--- config.mk ---
export PLATFORM = sky130hd
export DESIGN_NAME = audio_rd_sched
export DESIGN_NICKNAME = d
export VERILOG_FILES = /design/src/rtl/audio_pkg.sv /design/src/rtl/audio_presence.sv /design/src/rtl/audio_rd_sched.sv
export SDC_FILE = /design/constraint.sdc
export NUM_CORES = 1
export LEC_CHECK = 0
export ABC_AREA = 1
export CAP_MARGIN = 20
export CORE_MARGIN = 2
export CORE_UTILIZATION = 44
export DETAILED_ROUTE_END_ITERATION = 16
export HOLD_SLACK_MARGIN = 0.05
export PLACE_DENSITY = 0.84
export SYNTH_ARGS = -nofsm -noshare
export SYNTH_HDL_FRONTEND = slang
export SYNTH_SLANG_ARGS = --single-unit
--- constraint.sdc ---
create_clock -name fifo_clk -period 1.89 [get_ports fifo_clk]
set_input_delay 0.189 -clock fifo_clk [delete_from_list [all_inputs] [get_ports fifo_clk]]
set_output_delay 0.189 -clock fifo_clk [all_outputs]
set_load 0.005 [all_outputs]
--- src/rtl/audio_pkg.sv ---
// Shared audio definitions used by both the receive read scheduler and the
// transmit-side audio packer.
package audio_pkg;

  typedef enum logic [1:0] {
    IDLE = 2'd0,
    READ = 2'd1,
    GAP  = 2'd2
  } rd_state_t;

  localparam int BURST_WORDS = 32;
  localparam int BURST_GAP   = 4;
  localparam int BLK_MSB     = 11;
  localparam int BLK_LSB     = 8;

endpackage

--- src/rtl/audio_presence.sv ---
// Per-frame audio presence detector: remembers whether the FIFO held data at
// any point during a frame and publishes that at the next frame start.
module audio_presence
  import audio_pkg::*;
(
  input  logic        fifo_clk,
  input  logic        sys_rst,
  input  logic [11:0] vcnt,
  input  logic        aempty,
  output logic        audio_on
);

  logic ck;

  // Frame-start handoff publishes the collected flag and restarts collection;
  // the clear takes priority over a same-cycle non-empty observation.
  always_ff @(posedge fifo_clk) begin
    if (sys_rst) begin
      ck       <= 1'b0;
      audio_on <= 1'b0;
    end else if (vcnt == 12'd0) begin
      audio_on <= ck;
      ck       <= 1'b0;
    end else if (!aempty) begin
      ck <= 1'b1;
    end
  end

endmodule

--- src/rtl/audio_rd_sched.sv ---
// Receive-side audio read scheduler: drains the audio FIFO in fixed bursts
// during horizontal blanking, paced by the block count carried in each word.
module audio_rd_sched
  import audio_pkg::*;
#(
  parameter int START_H     = 1530,
  parameter int MAX_BURSTS  = 3,
  parameter int BURST_WORDS = audio_pkg::BURST_WORDS,
  parameter int BURST_GAP   = audio_pkg::BURST_GAP
) (
  input  logic        fifo_clk,
  input  logic        sys_rst,
  input  logic [11:0] hcnt,
  input  logic [11:0] vcnt,
  input  logic        vde,
  input  logic        aempty,
  input  logic [11:0] adout,
  output logic        rd_en,
  output logic        busy,
  output logic [3:0]  burst_num,
  output logic        audio_on,
  output logic        underflow
);

  localparam int CNT_W = $clog2(BURST_WORDS + BURST_GAP);
  localparam logic [CNT_W-1:0] CNT_RD_LAST = CNT_W'(BURST_WORDS - 1);
  localparam logic [CNT_W-1:0] CNT_LAST    = CNT_W'(BURST_WORDS + BURST_GAP - 1);
  localparam logic [11:0]      START_H_C   = 12'(START_H);
  localparam logic [3:0]       MAX_BURST_C = 4'(MAX_BURSTS);

  // Burst counter never wraps; it sticks at its all-ones cap.
  function automatic logic [3:0] sat_inc_bursts(input logic [3:0] v);
    return (v == 4'hF) ? v : v + 4'd1;
  endfunction

  // Slot counter never runs past the last gap slot.
  function automatic logic [CNT_W-1:0] sat_inc_cnt(input logic [CNT_W-1:0] v);
    return (v == CNT_LAST) ? v : v + CNT_W'(1);
  endfunction

  rd_state_t        state_q, state_d;
  logic [CNT_W-1:0] cnt_q, cnt_d;
  logic [3:0]       bursts_q, bursts_d;
  logic             rd_en_d;
  logic             underflow_d;
  logic             init_q;
  logic [3:0]       blk_left_p1;
  logic             armed;

  // Reads are allowed only in blanking, with data present, once video was seen.
  assign armed = ~vde & ~aempty & init_q;
  assign busy  = (state_q != IDLE);

  // Next-state and read-enable decode; any loss of 'armed' aborts the sequence.
  always_comb begin
    state_d     = state_q;
    cnt_d       = cnt_q;
    rd_en_d     = 1'b0;
    underflow_d = underflow;
    bursts_d    = (hcnt == 12'd1) ? 4'd0 : bursts_q;
    case (state_q)
      IDLE: begin
        if (armed && hcnt == START_H_C) begin
          state_d  = READ;
          cnt_d    = '0;
          bursts_d = 4'd1;
          rd_en_d  = 1'b1;
        end
      end
      READ: begin
        // An empty FIFO in a read slot drops the slot and ends the sequence.
        if (!armed) begin
          state_d = IDLE;
          cnt_d   = '0;
          if (aempty) underflow_d = 1'b1;
        end else if (cnt_q == CNT_RD_LAST) begin
          state_d = GAP;
          cnt_d   = sat_inc_cnt(cnt_q);
        end else begin
          cnt_d   = sat_inc_cnt(cnt_q);
          rd_en_d = 1'b1;
        end
      end
      GAP: begin
        if (!armed) begin
          state_d = IDLE;
          cnt_d   = '0;
          if (aempty) underflow_d = 1'b1;
        end else if (cnt_q == CNT_LAST) begin
          // blk_left_p1 holds the word seen one slot earlier.
          if (blk_left_p1 != 4'd0 && bursts_q < MAX_BURST_C) begin
            state_d  = READ;
            cnt_d    = '0;
            bursts_d = sat_inc_bursts(bursts_q);
            rd_en_d  = 1'b1;
          end else begin
            state_d = IDLE;
            cnt_d   = '0;
          end
        end else begin
          cnt_d = sat_inc_cnt(cnt_q);
        end
      end
      default: begin
        state_d = IDLE;
        cnt_d   = '0;
      end
    endcase
  end

  // Control registers: FSM, slot/burst counters, init latch and line report.
  always_ff @(posedge fifo_clk) begin
    if (sys_rst) begin
      state_q   <= IDLE;
      cnt_q     <= '0;
      bursts_q  <= 4'd0;
      rd_en     <= 1'b0;
      underflow <= 1'b0;
      init_q    <= 1'b0;
      burst_num <= 4'd0;
    end else begin
      state_q   <= state_d;
      cnt_q     <= cnt_d;
      bursts_q  <= bursts_d;
      rd_en     <= rd_en_d;
      underflow <= underflow_d;
      if (vde) init_q <= 1'b1;
      if (hcnt == 12'd1) burst_num <= bursts_q;
    end
  end

  // ---- stage p1: block-count field of the FIFO word, one cycle late ----
  always_ff @(posedge fifo_clk) begin
    blk_left_p1 <= adout[BLK_MSB:BLK_LSB];
  end

  audio_presence u_presence (
    .fifo_clk (fifo_clk),
    .sys_rst  (sys_rst),
    .vcnt     (vcnt),
    .aempty   (aempty),
    .audio_on (audio_on)
  );

endmodule

==> results.sh <==
export IMPL_status="finished, violations left"
export IMPL_violations="design-rule violations"
export IMPL_postCtsSetupBuffers=0
export IMPL_p_per_area_nw_per_um2=528
export IMPL_hold_viol=0
export IMPL_synth_top_family_by_area="simple AND/OR/NAND/NOR gates"
export IMPL_cts_max_level=1
export IMPL_worst_path_buf_inv=3
export IMPL_grt_max_degree=14
export IMPL_row_count=19
export IMPL_vdd_ir_drop_max_v=0.000267
export IMPL_ys_seq_area_share_pct=38.0
export IMPL_core_um2=2810
export IMPL_crit_path_end_kind="output pin"
export IMPL_stdcell_area_um2=1790
export IMPL_synth_xor_xnor_area_share_pct=0.665
export IMPL_grt_pass1_wl_um=4530
export IMPL_crit_type="flip-flop to output pin"
export IMPL_r2r_end="cnt_q[5]$_SDFFE_PP0P_"
export IMPL_r2r_setup_slack_ns=0.32
export IMPL_mostFrequentLayoutCells="40 x nand2_1, 39 x clkdlybuf4s50_1, 33 x nor2_1"
export IMPL_n_fill_cell=269
export IMPL_max_stage_delay_ns=0.50
export IMPL_clk_latency_ns=0.32
export IMPL_dp_hpwl_um=2100
export IMPL_layout_commonest_cell="nand2_1"
export IMPL_first_iter_violations=36
export IMPL_synth_top_area_share_pct=38.0
export IMPL_num_vias=1275
export IMPL_fin_skew_ns=0.00135
export IMPL_grt_usage_pct=16.8
export IMPL_setup_viol=0
export IMPL_n_antenna_cell=0
export IMPL_synth_compound_area_share_pct=11.3
export IMPL_power_frac_seq_pct=57.6
export IMPL_drc=2
export IMPL_synthMuxAreaShare_pct=0
export IMPL_cp_start_kind="flip-flop"
export IMPL_ioPinCount=48
export IMPL_r2r_cells=10
export IMPL_synth_fp_nets=234
export IMPL_setup_worst_path_end="busy"
export IMPL_syn_to_final_growth_pct=35.8
export IMPL_routedWlPerCell_um=9.79
export IMPL_numPortBuffers=39
export IMPL_power_net_switching_uw=230
export IMPL_critPathRequiredTime_ns=1.70
export IMPL_synth_area_leader_cell="dfxtp_1"
export IMPL_rsz0062_at_grt="no"
export IMPL_period_share_pct=92.3
export IMPL_tns_ns=0
export IMPL_nets=279
export IMPL_p_total_uw=945
export IMPL_synthTopCellsByArea="dfxtp_1 38%, nand2_1 11%, nor2_1 9.4%"
export IMPL_grt_ovfl_total=0
export IMPL_critPathTopFamily="buffers and inverters"
export IMPL_die_w_um=58.7
export IMPL_synthAdderAreaFrac_pct=5.70
export IMPL_cts_buffers=3
export IMPL_slew_violations=0
export IMPL_ant_nets=0
export IMPL_drv_cap=0
export IMPL_combPwrFrac_pct=17.7
export IMPL_clk_pin_slew_ns=0.12
export IMPL_first_pass_iters=10
export IMPL_clock_power_share_pct=24.8
export IMPL_cts_buffer_depth=2
export IMPL_worstPathArrival_ns=1.56
export IMPL_synth_cells=188
export IMPL_max_freq_mhz=573
export IMPL_hold_path_class="input port to flip-flop"
export IMPL_p_leak_nw=0.708
export IMPL_tightest_slew_ns=0.285
export IMPL_synthesis_area_um2=1320
export IMPL_synth_distinct_cells=25
export IMPL_p_int_uw=715
export IMPL_relSlewSlack_pct=80.8
export IMPL_crit_chain="inv_1, ha_2, inv_2, clkdlybuf4s50_1"
export IMPL_root_buffer="clkbuf_4"
export IMPL_drive_gt1_share_pct=13.8
export IMPL_cts_tree="yes"
export IMPL_via_per_inst=4.85
export IMPL_swShare_pct=24.3
export IMPL_start_util_pct=47.0
export IMPL_cts_sinks=25
export IMPL_period_minus_slack_ns=1.75
export IMPL_ys_ff_latch=25
export IMPL_die_y_um=58.7
export IMPL_cp_startpoint="state_q[0]$_SDFFE_PP0P_"
export IMPL_critical_path_slowest_cell="clkdlybuf4s50_1"
export IMPL_die_area_um2=3450
export IMPL_yosys_area_share_simple_pct=36.9
export IMPL_wl_um=2580
export IMPL_synth_warnings=0
export IMPL_cp_max_fo=4
export IMPL_synth_area_per_cell_um2=7.01
export IMPL_antenna_found_initial=0
export IMPL_first_global_vias=1159
export IMPL_crit_cells=4
export IMPL_placed_area_um2=1760
export IMPL_place_congestion=0.823
export IMPL_rr_startpoint="state_q[0]$_SDFFE_PP0P_"
[kinds of logic (layout without fill, tap and decap cells)]
logic type,after synthesis,in the layout
and+or+nand+nor,104,104
AOI/OAI and AO/OA,26,26
buffers and inverters,26,70
DFF,25,25
adders and majority gates,6,6
xor gates and xnor gates,1,1
[Yosys cell counts]
cell      instances
nand2_1          40
nor2_1           33
dfxtp_1          25
inv_1            21
a21oi_1          10
nand3_1           8
ha_1              6
nand2_2           6
o21ai_0           6
nor2_2            5
o21ai_1           4
a211oi_1          3
a21oi_2           3
inv_2             3
nand4_1           3
nand2_4           2
nor2_4            2
clkbuf_1          1
clkinv_1          1
nor2b_1           1
nor3_1            1
nor3_4            1
nor4_1            1
or2_2             1
xor2_1            1
[metal layers]
metal  track usage (%)  wire length (µm)  vias up
li1                  -                 -      684
met1              19.9              1150      554
met2              30.0              1260       32
met3              2.86               120        5
met4              6.82                41        0
met5                 0                 0        -
[through the flow]
| step | setup WS, ns | hold WS (ns) | util [%] | instances |
|---|---|---|---|---|
| 3_3_place_gp | 0.221 | 0.451 | 62.7 | 259 |
| 2_1_floorplan | 0.538 | 0.217 | - | 188 |
| 4_1_cts | 0.0281 | 0.291 | 63.6 | 263 |
| 6_report | 0.145 | 0.298 | 63.8 | 263 |
| 3_5_place_dp | 0.197 | 0.453 | 62.7 | 259 |
| 5_1_grt | 0.0274 | 0.284 | 63.8 | 263 |
[state kept, by name, summed over array words and instances (netlist names)]
| signal | count |
|---|---|
| underflow | 1 |
| rd_en | 1 |
| u_presence.ck | 1 |
| init_q | 1 |
| cnt_q | 6 |
| state_q | 2 |
| bursts_q | 4 |
| blk_left_p1 | 4 |
| burst_num | 4 |
| u_presence.audio_on | 1 |
[repair_timing]
| action | 4_1_cts | 5_1_grt |
|---|---|---|
| hold buffers | 0 | 0 |
| gates resized for setup | 2 | 2 |
| setup endpoints to repair | 1 | 1 |
[layout make-up]
class                           count  area, µm²  share of cell area [%]
Timing Repair Buffer               41        405                    22.7
Multi-Input combinational cell    137        722                    40.3
Tap cell                           31       38.8                    2.17
Sequential cell                    25        503                    28.1
Clock buffer                        4       26.3                    1.47
Inverter                           25       93.8                    5.24
[power groups by stage]
stage	Clock, mW	Sequential, mW	Combinational, mW
final	0.234	0.544	0.167
after global routing	0.270	0.546	0.187
after CTS	0.247	0.544	0.167
after floorplan	0	0.555	0.0750
after global placement	0	0.555	0.163
after detailed placement	0	0.556	0.166
[how the worst min path moves through the flow]
stage                                             to  slack, ns                        from  depth (start not counted)
finish                        blk_left_p1[3]$_DFF_P_       0.30                   adout[11]                          1
global route                  blk_left_p1[2]$_DFF_P_       0.28                   adout[10]                          1
CTS                           blk_left_p1[3]$_DFF_P_       0.29                   adout[11]                          1
detailed placement  u_presence.audio_on$_SDFFE_PP0P_       0.45  u_presence.ck$_SDFFE_PP0N_                          2
global placement           burst_num[0]$_SDFFE_PP0P_       0.45   burst_num[0]$_SDFFE_PP0P_                          2
floorplan                     blk_left_p1[0]$_DFF_P_       0.22                    adout[8]                          0
(Power assumes the default switching activity.)
